`src/rtl/instr_fetch_unit_pkg.sv`:
```
// Shared fetch/decode definitions: fetch FSM states, the NOP encoding
// and the RV32 major opcodes that control_unit decodes.
package instr_fetch_unit_pkg;

    typedef enum logic [1:0] {
        IDLE = 2'd0,
        REQ  = 2'd1,
        WAIT = 2'd2,
        HOLD = 2'd3
    } fetch_state_e;

    localparam logic [31:0] NOP_INSTR = 32'h0000_0013;

    localparam logic [6:0] OPC_LOAD   = 7'b000_0011;
    localparam logic [6:0] OPC_OP_IMM = 7'b001_0011;
    localparam logic [6:0] OPC_AUIPC  = 7'b001_0111;
    localparam logic [6:0] OPC_STORE  = 7'b010_0011;
    localparam logic [6:0] OPC_OP     = 7'b011_0011;
    localparam logic [6:0] OPC_LUI    = 7'b011_0111;
    localparam logic [6:0] OPC_BRANCH = 7'b110_0011;
    localparam logic [6:0] OPC_JALR   = 7'b110_0111;
    localparam logic [6:0] OPC_JAL    = 7'b110_1111;
    localparam logic [6:0] OPC_SYSTEM = 7'b111_0011;

endpackage

```
`src/rtl/instr_fetch_unit.sv`:
```
// Purpose: single-outstanding instruction fetch with redirect, feeding decode.
// Latency: request accept -> response >= 1 cycle -> instruction held the cycle after the response.
// Backpressure: imem_req_ready stalls REQ with a stable address; instr_ready holds the instruction.
module instr_fetch_unit
    import instr_fetch_unit_pkg::*;
#(
    parameter int unsigned      XLEN     = 32,
    parameter logic [XLEN-1:0]  RESET_PC = '0
) (
    input  logic            clk,
    input  logic            rst_n,

    output logic            imem_req_valid,
    input  logic            imem_req_ready,
    output logic [XLEN-1:0] imem_req_addr,
    input  logic            imem_rsp_valid,
    input  logic [XLEN-1:0] imem_rsp_data,
    input  logic            imem_rsp_err,

    input  logic            redirect_valid,
    input  logic [XLEN-1:0] redirect_pc,

    output logic            instr_valid,
    input  logic            instr_ready,
    output logic [XLEN-1:0] instr,
    output logic [XLEN-1:0] instr_pc,
    output logic [6:0]      opcode,
    output logic [2:0]      funct3,
    output logic            funct7_5,
    output logic            fetch_fault
);

    localparam logic [XLEN-1:0] RESET_PC_ALIGNED = {RESET_PC[XLEN-1:2], 2'b00};

    fetch_state_e    state_q, state_d;
    logic [XLEN-1:0] pc_q, pc_d;
    logic            drop_q, drop_d;
    logic            capture;
    logic [XLEN-1:0] redirect_target;
    logic [XLEN-1:0] instr_q;
    logic [XLEN-1:0] instr_pc_q;
    logic            fault_q;

    assign redirect_target = {redirect_pc[XLEN-1:2], 2'b00};

    always_ff @(posedge clk or negedge rst_n) begin
        if (!rst_n) begin
            state_q <= IDLE;
        end else begin
            state_q <= state_d;
        end
    end

    always_comb begin
        state_d = state_q;
        pc_d    = pc_q;
        drop_d  = drop_q;
        capture = 1'b0;
        unique case (state_q)
            IDLE: begin
                state_d = REQ;
                if (redirect_valid) begin
                    pc_d = redirect_target;
                end
            end
            REQ: begin
                if (imem_req_ready) begin
                    state_d = WAIT;
                    if (redirect_valid) begin
                        pc_d   = redirect_target;
                        drop_d = 1'b1;
                    end
                end else if (redirect_valid) begin
                    pc_d = redirect_target;
                end
            end
            WAIT: begin
                if (redirect_valid) begin
                    pc_d = redirect_target;
                    // A response in the redirect cycle retires the request, so
                    // nothing is left to drop and we can refetch immediately.
                    if (imem_rsp_valid) begin
                        drop_d  = 1'b0;
                        state_d = REQ;
                    end else begin
                        drop_d = 1'b1;
                    end
                end else if (imem_rsp_valid) begin
                    if (drop_q) begin
                        drop_d  = 1'b0;
                        state_d = REQ;
                    end else begin
                        capture = 1'b1;
                        state_d = HOLD;
                    end
                end
            end
            HOLD: begin
                if (redirect_valid) begin
                    pc_d    = redirect_target;
                    state_d = REQ;
                end else if (instr_ready) begin
                    pc_d    = pc_q + XLEN'(4);
                    state_d = REQ;
                end
            end
            default: begin
                state_d = IDLE;
            end
        endcase
    end

    always_ff @(posedge clk or negedge rst_n) begin
        if (!rst_n) begin
            pc_q       <= RESET_PC_ALIGNED;
            drop_q     <= 1'b0;
            instr_q    <= XLEN'(NOP_INSTR);
            instr_pc_q <= RESET_PC_ALIGNED;
            fault_q    <= 1'b0;
        end else begin
            pc_q   <= pc_d;
            drop_q <= drop_d;
            if (capture) begin
                instr_q    <= imem_rsp_data;
                instr_pc_q <= pc_q;
                fault_q    <= imem_rsp_err;
            end
        end
    end

    assign imem_req_valid = (state_q == REQ);
    assign imem_req_addr  = pc_q;
    assign instr_valid    = (state_q == HOLD);
    assign instr          = instr_q;
    assign instr_pc       = instr_pc_q;
    assign fetch_fault    = fault_q;
    assign opcode         = instr_q[6:0];
    assign funct3         = instr_q[14:12];
    assign funct7_5       = instr_q[30];

endmodule

```
`config.mk`:
```
export PLATFORM = sky130hd
export DESIGN_NAME = instr_fetch_unit
export DESIGN_NICKNAME = d
export VERILOG_FILES = /design/src/rtl/instr_fetch_unit_pkg.sv /design/src/rtl/instr_fetch_unit.sv
export SDC_FILE = /design/constraint.sdc
export NUM_CORES = 1
export LEC_CHECK = 0
export BUFFER_PORTS_ARGS = -buffer_cell sky130_fd_sc_hd__buf_2
export CORE_MARGIN = 8
export CORE_UTILIZATION = 49
export DETAILED_ROUTE_END_ITERATION = 7
export PLACE_DENSITY_LB_ADDON = 0.12
export REMOVE_ABC_BUFFERS = 1
export SLEW_MARGIN = 20
export SYNTH_ARGS = -nofsm -noshare
export SYNTH_HDL_FRONTEND = slang
export SYNTH_SLANG_ARGS = --single-unit
```
`constraint.sdc`:
```
create_clock -name clk -period 3 [get_ports clk]
set_clock_uncertainty 0.2 [all_clocks]
set_input_delay 0.15 -clock clk [delete_from_list [all_inputs] [get_ports clk]]
set_output_delay 0.15 -clock clk [all_outputs]
set_load 0.05 [all_outputs]
```
**After elaboration in Yosys (flattened, before gate mapping)**

Cells that the tools add are included.

- Register bits: 100
- Bits of input ports: 71
- Output and inout port bits: 110
- Word-level logic and storage cells: 44

- $add $sub $neg: 1
- Equality and inequality tests: 9
- Mux-type cells: 22
- Reductions and logical operators: 6

Operators by type and width:

| kind | count |
|---|---|
| $mux 32 | 3 |
| $pmux 32 s2 | 1 |
| $add 32x3->32 const B | 1 |
| $mux 2 | 7 |
| $mux 1 | 9 |
| $pmux 2 s4 | 1 |
| $ne 2x1->1 const B | 3 |
| $eq 2x2->1 const B | 2 |
| $reduce_and 4->1 | 1 |
| $ne 3x2->1 const B | 1 |
| $ne 3x3->1 const B | 1 |
| $reduce_and 3->1 | 1 |
| $reduce_or 3->1 | 1 |
| $eq 2x1->1 const B | 1 |
| $logic_not 2->1 | 1 |
| $ne 2x2->1 const B | 1 |
| $pmux 1 s2 | 1 |
| $reduce_and 2->1 | 1 |
| $reduce_bool 2->1 | 1 |

**Logic depth before layout (Yosys ltp)**

- Word-level depth: 4
- Mapped depth: 8
- Gate-level depth less buffers: 7

**Least setup slack after synthesis**

OpenSTA, ideal clock, no wires.

- Kind: register to register
- Start: register pc_q[2], in the netlist imem_req_addr[2]
- End: register pc_q[30], in the netlist imem_req_addr[30]
- Library setup time: 99 ps
- Arrival time: 2,205 ps
- Required time: 2,701 ps
- Slack: 496 ps
- Cell stages (with the launch flop): 7
- Buffers on the path: 0
- Period minus slack after synthesis: 2,504 ps
- Cell sequence: dfrtp_1 > ha_1 > nand4_2 > or4_4 > nor3_2 > nor3_1 > a311oi_1

- Cells in the longest elaborated chain, start to end: 4

RTL lines:

| item | line | source |
|---|---|---|
| start: declaration | instr_fetch_unit.sv:36 | `logic [XLEN-1:0] pc_q, pc_d;` |
| start signal: assignment | instr_fetch_unit.sv:121 | `pc_q <= pc_d;` |
| $add 32x3->32 | instr_fetch_unit.sv:103 | `pc_d = pc_q + XLEN'(4);` |
| $mux 32 | instr_fetch_unit.sv:102 | `end else if (instr_ready) begin` |
| $mux 32 | instr_fetch_unit.sv:99 | `if (redirect_valid) begin` |
| $pmux 32 s2 | instr_fetch_unit.sv:59 | `unique case (state_q)` |

No other way between the ends. The select of a mux whose other input is x is not followed.
A chain may end at the register's enable or synchronous reset.

**Final worst setup path**

- Start: register pc_q[2], in the netlist imem_req_addr[2]
- End: register pc_q[24], in the netlist imem_req_addr[24]

Same word-level chain as after synthesis.

==> results.md <==
* Vias in the first global route at around 4400
* Commonest non-fill, non-tap cell in the layout: buf_2
* Fin cells at about 780
* Overflow after GRT at 0
* Die width at 114 um
* Xor-xnor portion of the synthesized cell area at 0%
* CP Launch Type: flip-flop
* Vias per Instance at between 5 and 6
* Commonest non-fill, non-tap cells in the layout: buf_2, dfrtp_1, mux2_2
* Max IR drop VDD at about 0.56 mV
* Worst path arrival time at between 2 and 2.5 ns
* Detailed Route WL at about 13000 um
* N_diodes at 0
* Tot Pwr at between 5 and 6 mW
* Worst relative slew slack at 48.7%
* Max Fclk at roughly 0.42 GHz
* RSZ-0062 raised after global routing: false
* TNS Setup at 0 ns
* Yosys warns at 0
* Worst slew pin tran at 0.769 ns
* Total CTS buffers at 9
* Min cycle time layout at about 2.4 ns
* Number of I/O pins at between 150 and 200
* EDFF count, synth at 0
* PostCTS Resize Cnt at 0
* Buf+Inv Stages, Crit Path at 0
* Crit Path Max Fanout at 6
* Antenna violations before repair at 0
* Post-synthesis cell type count at 52
* Clock sinks at 96
* Routed WL per cell at approximately 17 um
* PD cells at 856 nW/um^2
* HPWL Detailed at 9090 um
* Placed inst area at between 5000 and 6000 sq um
* Post-Synth Adder-Cell Area at 1.34%
* #FFs+latches synth at 96
* Max cap viols at 0
* Die Y at between 100 and 150 um
* Starting Density at roughly 50%
* DRC viols at 0
* # rows at 35
* Area Growth Syn to Fin at 37.4%
* CTS tree: built
* Worst path slowest cell: nor4_2
* Fin crit share at between 70 and 80%
* Status: finished clean
* Final Util at 69.4%
* Clock Tree Buf Depth at 2
* Total track usage at 20.9%
* Skew-Pair Late Insertion Delay at between 0.3 and 0.4 ns
* Delay of the slowest cell on the worst path at roughly 0.67 ns
* Total number of vias at just over 4000
* H-tree depth at 3
* Area fraction in compound gates after synthesis at 11.9%
* Clk root buf: clkbuf_8
* Post-place setup slack at around 0.6 ns
* Layout cell share with drive strength beyond 1 at a little over two fifths
* Gpl congestion at 0.839
* First-pass GRT wire length at approximately 22000 um
* CP Capture Type: flip-flop
* FFs w/ async S/R, synth at 100%
* Max Slew Vio Count at 0
* Crit path kind: flip-flop to flip-flop
* Final setup violation count at 0
* Critical Path RT at roughly 3 ns
* Largest family of logic cells by synthesized area: multiplexers
* Post-synthesis mux area share at between 10% and 20%
* First-pass DRT Iterations at 4
* Final hold violations at 0
* Synth Area per Inst at between 10 and 15 sq um
* Final instance area at about 6400 sq um
* Clock slew seen by the registers of the worst setup and hold paths at around 0.11 ns
* Synthesized instance count at 425
* Final WS setup at approximately 0.6 ns
* Core area at between 9000 and 10000 sq um
* Iter 0 DRT Violations at between 150 and 200
* Mapped cell area at 4660 sq um
* Worst hold path class: input port to flip-flop
* Layout net count at a little over 700
* Primary FF master, synth: dfrtp_1
* Simple logic cell fraction of the synthesized area at ~15%
* Final hold slack at a little under 0.05 ns
* Leak pwr at approximately 3.2 nW
* Input/output buffers at ~170
* Critical Path, Cell by Cell: ha_1, nand4_2, nor4_2, nand2_1, o311ai_1
* Post-DRT Antenna Nets at 0
* Register area share after synthesis at 51.6%
* Pin count of the biggest net entering global routing at 55
* CP top delay family: simple AND/OR/NAND/NOR gates
* Die ar. at 12900 sq um
* Placed insts at 701
report_power, final:
| part | leakage, nW | internal (mW) | total (mW) | switching, mW |
|---|---|---|---|---|
| clock network | 0.0994 | 0.400 | 0.878 | 0.479 |
| registers | 1.24 | 1.62 | 2.00 | 0.376 |
| logic | 1.89 | 0.708 | 2.61 | 1.90 |
synth_stat cells, types with 2 or more instances:
cell type	n	share of area, %
dfrtp_1	93	50
mux2_2	63	15
a21oi_1	31	3.3
nor2_1	31	2.5
nand2_1	29	2.3
o21ai_0	19	2.0
nand3_1	16	1.7
buf_4	15	2.4
clkbuf_1	15	1.2
nand4_1	10	1.3
and3_1	9	1.2
nor3_1	7	0.75
nand2b_1	6	0.80
o22ai_1	6	0.80
a2bb2oi_1	5	0.94
a31oi_1	5	0.67
ha_1	5	1.3
buf_1	4	0.32
buf_2	4	0.43
or3_1	4	0.54
dfstp_2	3	1.7
inv_1	3	0.24
o22a_1	3	0.56
o311ai_0	3	0.56
a211o_1	2	0.38
a211oi_1	2	0.32
a311oi_1	2	0.38
a31o_2	2	0.38
and2_1	2	0.27
and4_1	2	0.38
nor2b_1	2	0.27
o311a_1	2	0.43
layout make-up:
cell class                      instances  area [sq um]
Fill cell                             742          2830
Sequential cell                        96          2410
Multi-Input combinational cell        291          2080
Timing Repair Buffer                  242          1550
Tap cell                              129           161
Clock buffer                           10           128
Clock inverter                          6          75.1
Inverter                                3          11.3
per-layer routing:
metal	share of wire (%)	up-vias	track usage (%)
met5	0	-	0
met4	2.1	0	7.19
met3	6.2	25	5.02
met2	52	140	36.9
met1	40	2017	24.1
li1	-	1971	-
timing repair:
item | 4_1_cts | 5_1_grt
hold buffers | 60 | 0
setup buffers | 0 | 0
endpoints found under the hold margin | 101 | 0
state kept, by name, summed over array words and instances, names as in the netlist:
signal,flops
instr_pc,30
fetch_fault,1
state_q,2
imem_req_addr,30
instr,32
drop_q,1
logic make-up after synthesis:
family | after synthesis
other | 1
multiplexers | 64
buffers and inverters | 41
AND/OR/NAND/NOR | 129
flip-flops | 96
adder cells (fa/ha/maj) | 5
AO/OA/AOI/OAI | 89
worst reg2reg max path, stage by stage, from the launching register on:
cell      delay, ns
dfrtp_1        0.46
ha_1           0.30
nand4_2        0.21
nor4_2         0.67
nand2_1        0.18
o311ai_1       0.29
final timing paths:
path	startpoint	to	slack [ns]	cells after the start
setup / recovery	imem_req_addr[2]	imem_req_addr[24]	0.60	5
hold / removal	redirect_pc[25]	imem_req_addr[25]	0.05	4
setup reg to reg	imem_req_addr[2]	imem_req_addr[24]	0.60	5
hold reg to reg	instr_pc[3]	instr_pc[3]	0.31	1
max in group asynchronous	rst_n	instr[4]	1.73	3
min in group asynchronous	rst_n	instr_pc[19]	0.14	2
(Power assumes the default switching activity.)
